--- config.mk ---
export PLATFORM = sky130hd
export DESIGN_NAME = l1_snoop_responder
export DESIGN_NICKNAME = d
export VERILOG_FILES = /design/src/rtl/l1_snoop_responder.sv
export SDC_FILE = /design/constraint.sdc
export NUM_CORES = 1
export LEC_CHECK = 0
export CORE_UTILIZATION = 40
export DETAILED_ROUTE_END_ITERATION = 10
export GPL_ROUTABILITY_DRIVEN = 0
export GPL_TIMING_DRIVEN = 0
export MAX_ROUTING_LAYER = met4
export PLACE_DENSITY = 0.83
export SYNTH_ARGS = -nofsm -noshare
export SYNTH_HDL_FRONTEND = slang
export SYNTH_SLANG_ARGS = --single-unit
--- constraint.sdc ---
create_clock -name CLK -period 2.3 [get_ports CLK]
set_input_delay 0.69 -clock CLK [delete_from_list [all_inputs] [get_ports CLK]]
set_output_delay 0.69 -clock CLK [all_outputs]
set_load 0.05 [all_outputs]
--- src/rtl/l1_snoop_responder.sv ---
// Snoop agent for one private L1: answers MESI bus snoops through a dedicated tag-array port
// and writes back the downgraded/invalidated line state. Optional macro: SHARED_SUPPLY_EN.
module l1_snoop_responder #(
  parameter int BLOCK_SIZE = 2
) (
  input  logic                     CLK,
  input  logic                     nRST,
  input  logic                     ccwait,
  input  logic                     ccinv,
  input  logic [31:0]              ccsnoopaddr,
  output logic                     ccsnoopdone,
  output logic                     ccsnoophit,
  output logic                     ccIsPresent,
  output logic                     ccdirty,
  output logic [BLOCK_SIZE*32-1:0] dstore,
  output logic                     tag_req,
  output logic [31:0]              tag_addr,
  input  logic [1:0]               tag_rstate,
  input  logic [BLOCK_SIZE*32-1:0] tag_rdata,
  output logic                     tag_wen,
  output logic [31:0]              tag_waddr,
  output logic [1:0]               tag_wstate,
  output logic                     snoop_busy
);

  localparam int DATA_W = BLOCK_SIZE * 32;

  localparam logic [1:0] MESI_I = 2'b00;
  localparam logic [1:0] MESI_S = 2'b01;
  localparam logic [1:0] MESI_E = 2'b10;
  localparam logic [1:0] MESI_M = 2'b11;

  typedef enum logic [1:0] {
    IDLE    = 2'd0,
    LOOKUP  = 2'd1,
    RESPOND = 2'd2,
    UPDATE  = 2'd3
  } state_t;

  state_t state, state_nxt;

  logic [31:0]       addr_p0;
  logic              inv_p0;
  logic              present_p1;
  logic              dirty_p1;
  logic              hit_p1;
  logic [DATA_W-1:0] data_p1;

  function automatic logic supplies(input logic [1:0] st);
`ifdef SHARED_SUPPLY_EN
    return (st == MESI_M) || (st == MESI_E) || (st == MESI_S);
`else
    return (st == MESI_M) || (st == MESI_E);
`endif
  endfunction

  // A remote read leaves us sharing; any invalidate seen in the window kills the line.
  function automatic logic [1:0] next_mesi(input logic inv);
    return inv ? MESI_I : MESI_S;
  endfunction

  always_ff @(posedge CLK or negedge nRST) begin
    if (!nRST) state <= IDLE;
    else       state <= state_nxt;
  end

  // Stage p0: snoop address and invalidate qualifier; stage p1: registered lookup result.
  always_ff @(posedge CLK or negedge nRST) begin
    if (!nRST) begin
      addr_p0    <= '0;
      inv_p0     <= 1'b0;
      present_p1 <= 1'b0;
      dirty_p1   <= 1'b0;
      hit_p1     <= 1'b0;
      data_p1    <= '0;
    end else begin
      case (state)
        IDLE: begin
          if (ccwait) begin
            addr_p0 <= ccsnoopaddr;
            inv_p0  <= ccinv;
          end
        end
        LOOKUP: begin
          present_p1 <= (tag_rstate != MESI_I);
          dirty_p1   <= (tag_rstate == MESI_M);
          hit_p1     <= supplies(tag_rstate);
          data_p1    <= tag_rdata;
          inv_p0     <= inv_p0 | ccinv;
        end
        RESPOND: inv_p0 <= inv_p0 | ccinv;
        default: ;
      endcase
    end
  end

  always_comb begin
    state_nxt   = state;
    tag_req     = 1'b0;
    tag_addr    = '0;
    tag_wen     = 1'b0;
    tag_waddr   = '0;
    tag_wstate  = MESI_I;
    ccsnoophit  = 1'b0;
    ccIsPresent = 1'b0;
    ccdirty     = 1'b0;
    dstore      = '0;
    ccsnoopdone = !ccwait || (state == RESPOND);
    snoop_busy  = ccwait || (state != IDLE);
    case (state)
      IDLE: begin
        // Request is suppressed while reset is held so the array sees no stray lookup.
        if (ccwait && nRST) begin
          tag_req   = 1'b1;
          tag_addr  = ccsnoopaddr;
          state_nxt = LOOKUP;
        end
      end
      LOOKUP: state_nxt = RESPOND;
      RESPOND: begin
        ccsnoophit  = hit_p1;
        ccIsPresent = present_p1;
        ccdirty     = dirty_p1;
        dstore      = data_p1;
        if (!ccwait) state_nxt = UPDATE;
      end
      UPDATE: begin
        if (present_p1) begin
          tag_wen    = 1'b1;
          tag_waddr  = addr_p0;
          tag_wstate = next_mesi(inv_p0);
        end
        state_nxt = IDLE;
      end
      default: state_nxt = IDLE;
    endcase
  end

endmodule

==> results.toml <==
[drt]
drt_pass1_iterations = 4
drc = 0
drt_iter0_drc = 226
avgViaCountPerCell = 4.96
vias = 4241
ant_nets = 0
avgRoutedWirePerCell_um = 18.9
wl_um = 16200

[synthesis]
ys_types = 28
postSynthCellCount = 397
yosysWarnings = 0
netlist_area_sq_mm = 0.00499
synth_ff_type = "dfrtp_1"
synth-edff-count = 0
synth_nets = 505
seq_area_frac_synth_pct = 51.1
synth_seq_cells = 102
syn_avg_cell_area_sq_um = 12.6
synthArstFlopShare_pct = 100

[sta]
finClkSkew_ns = 0.00460
fmax_mhz = 410
finalMaxSlewViolations = 0
grt_setup_unrepaired = "true"
whs_ns = 0.154
hold_viol_final = 0
timing.final.crit_share_pct = 106
finalSetupViolations = 105
min_period_ns = 2.44
worst_slack_ns = -0.141

[power_and_ir_drop]
ir_drop_uv = 927
power.density_mw_per_mm2 = 1570
p_leak_uw = 0.00442

[setup_path]
crit_fanout = 7
rr_startpoint = "state[1]"
rr_endpoint = "data_p1[12]"
r2r_setup_slack_ns = 0.45
crit_start = "ccwait"
worstSetupStartpointType = "input port"
worstPathRequired_ns = 1.61
arrival_ns = 1.75
crit_type = "in2out"
rr_worst_depth = 7
cp-end-kind = "output pin"

[floorplanning]
die-area_sq_mm = 0.0129
pin_count = 239
die_width_um = 114
fp-row-count = 40
core-area_sq_mm = 0.0121
start_util_pct = 41.2
die_h_um = 114

[clock_network]
ctsHoldBuffers = 0
tritoncts = "done"
cts.htree.levels = 3
cts_inserted_buffers = 9
clock_latency_ns = 0.34
clk_pin_slew_ns = 0.07
ctsRootBufferMaster = "clkbuf_16"
cts.sinks = 102
clk_path_buf_depth = 2

[global_route]
antenna_found_initial = 0
grt_overflow_total = 0
grt_max_degree = 31
grt_use_total_pct = 23.7
grt_first_pass_wirelength_um = 22700
first_global_vias = 4395

[min_path]
hold_path_class = "in2async"

[place]
dpl.hpwl_um = 10200
port_buffers = 237
pre_cts_ws_ns = -1.61

[cells_and_area]
fillers = 715
n_antenna_cell = 0
area_growth_syn_to_layout_pct = 88.5
nets = 791
layout-drive-gt1-share_pct = 62.2
post-route-util_pct = 77.7

[run]
cap_violations = 0

[outcome]
violations = "negative setup slack"
outcome = "complete, but fails checks"
## critical path, stage by stage
cell,delay [ns]
clkdlybuf4s15_1,0.21
buf_6,0.12
and3_4,0.29
buf_6,0.15
and2_4,0.15
buf_8,0.14
## worst max path at each step
stage / endpoint / slack [ns] / depth (start not counted)
global route: tag_addr[23] / -0.19 / 6
finish: tag_addr[23] / -0.14 / 6
detailed placement: tag_addr[19] / -1.61 / 6
floorplan: tag_addr[30] / -0.07 / 3
CTS: tag_addr[8] / -0.17 / 6
global placement: tag_addr[18] / -4.84 / 5
## placed cells by master, fill, tap and decap left out, types with 4 or more instances in the layout
cell             count
buf_4               17
dfrtp_1             99
buf_8              104
mux2_2              65
a21oi_1              4
and2_4              98
and3_1              32
buf_2               10
clkbuf_16           13
mux2_4              30
buf_12               4
buf_6               55
clkdlybuf4s50_1     99
bufbuf_16            4
ha_4                 4
## report_power, final
group	leakage, uW	internal (uW)	total, uW	switching [uW]
clock network	0.000135	868	1510	638
registers	0.00120	2730	3280	549
logic	0.00309	5000	10000	5010
## sequential cells by signal, indices dropped and copies added (netlist names)
signal	count
hit_p1	1
dirty_p1	1
addr_p0	32
present_p1	1
inv_p0	1
data_p1	64
state	2
## logic make-up (layout without fill, tap and decap cells)
family	Yosys count	in the layout	share of synthesized area [%]
AO/OA/AOI/OAI	13	13	1.65
adder cells (fa/ha/maj)	6	6	1.50
buffers and inverters	33	323	3.63
flip-flops	102	102	51.1
multiplexers	97	97	24.1
other	1	1	0.0751
AND/OR/NAND/NOR	145	145	17.8
## final cells by class
class	count	area (sq um)	share of cell area, %
Tap cell	168	210	2.23
Timing Repair Buffer	278	3490	37.1
Clock inverter	3	45.0	0.479
Multi-Input combinational cell	262	2570	27.4
Sequential cell	102	2560	27.2
Buffer	26	260	2.77
Clock buffer	12	246	2.62
Inverter	4	22.5	0.239
## synthesized netlist by cell type, drive strengths merged, types with 3 or more instances
cell type | number | area, sq um
mux2 | 97 | 1200
o21ai | 3 | 15.0
inv | 4 | 15.0
and3 | 34 | 213
and2 | 99 | 619
nand2 | 3 | 13.8
nor2 | 5 | 18.8
buf | 16 | 116
a21oi | 4 | 20.0
dfrtp | 102 | 2550
ha | 6 | 75.1
clkbuf | 13 | 50.0
## through the flow
stage	TNS, ns	cell area, sq um	std cells	power, uW
floorplan	-0.0698	4990	397	8320
global placement	-564.20	7580	802	10500
detailed placement	-113.79	7600	803	10700
CTS	-9.17	8700	836	13400
global route	-13.87	9410	855	15400
finish	-7.88	9410	855	14800
## repair_timing
| item | 4_1_cts | 5_1_grt |
|---|---|---|
| gates resized for setup | 1065 | 172 |
| hold endpoints to repair | 0 | 0 |
| buffers inserted | 9 | 17 |
| cloned | 9 | 5 |
| setup endpoints to repair | 136 | 134 |
| pin swaps | 25 | 34 |
## layer usage
metal / up-vias / share of wire [%] / GRT usage, %
met3: 30 / 7.5 / 7.39
li1: 1908 / - / -
met1: 2119 / 36 / 25.1
met2: 184 / 54 / 41.1
met4: 0 / 2.3 / 9.91
met5: - / 0 / -
Note: power is estimated with default switching activity, not from simulation.
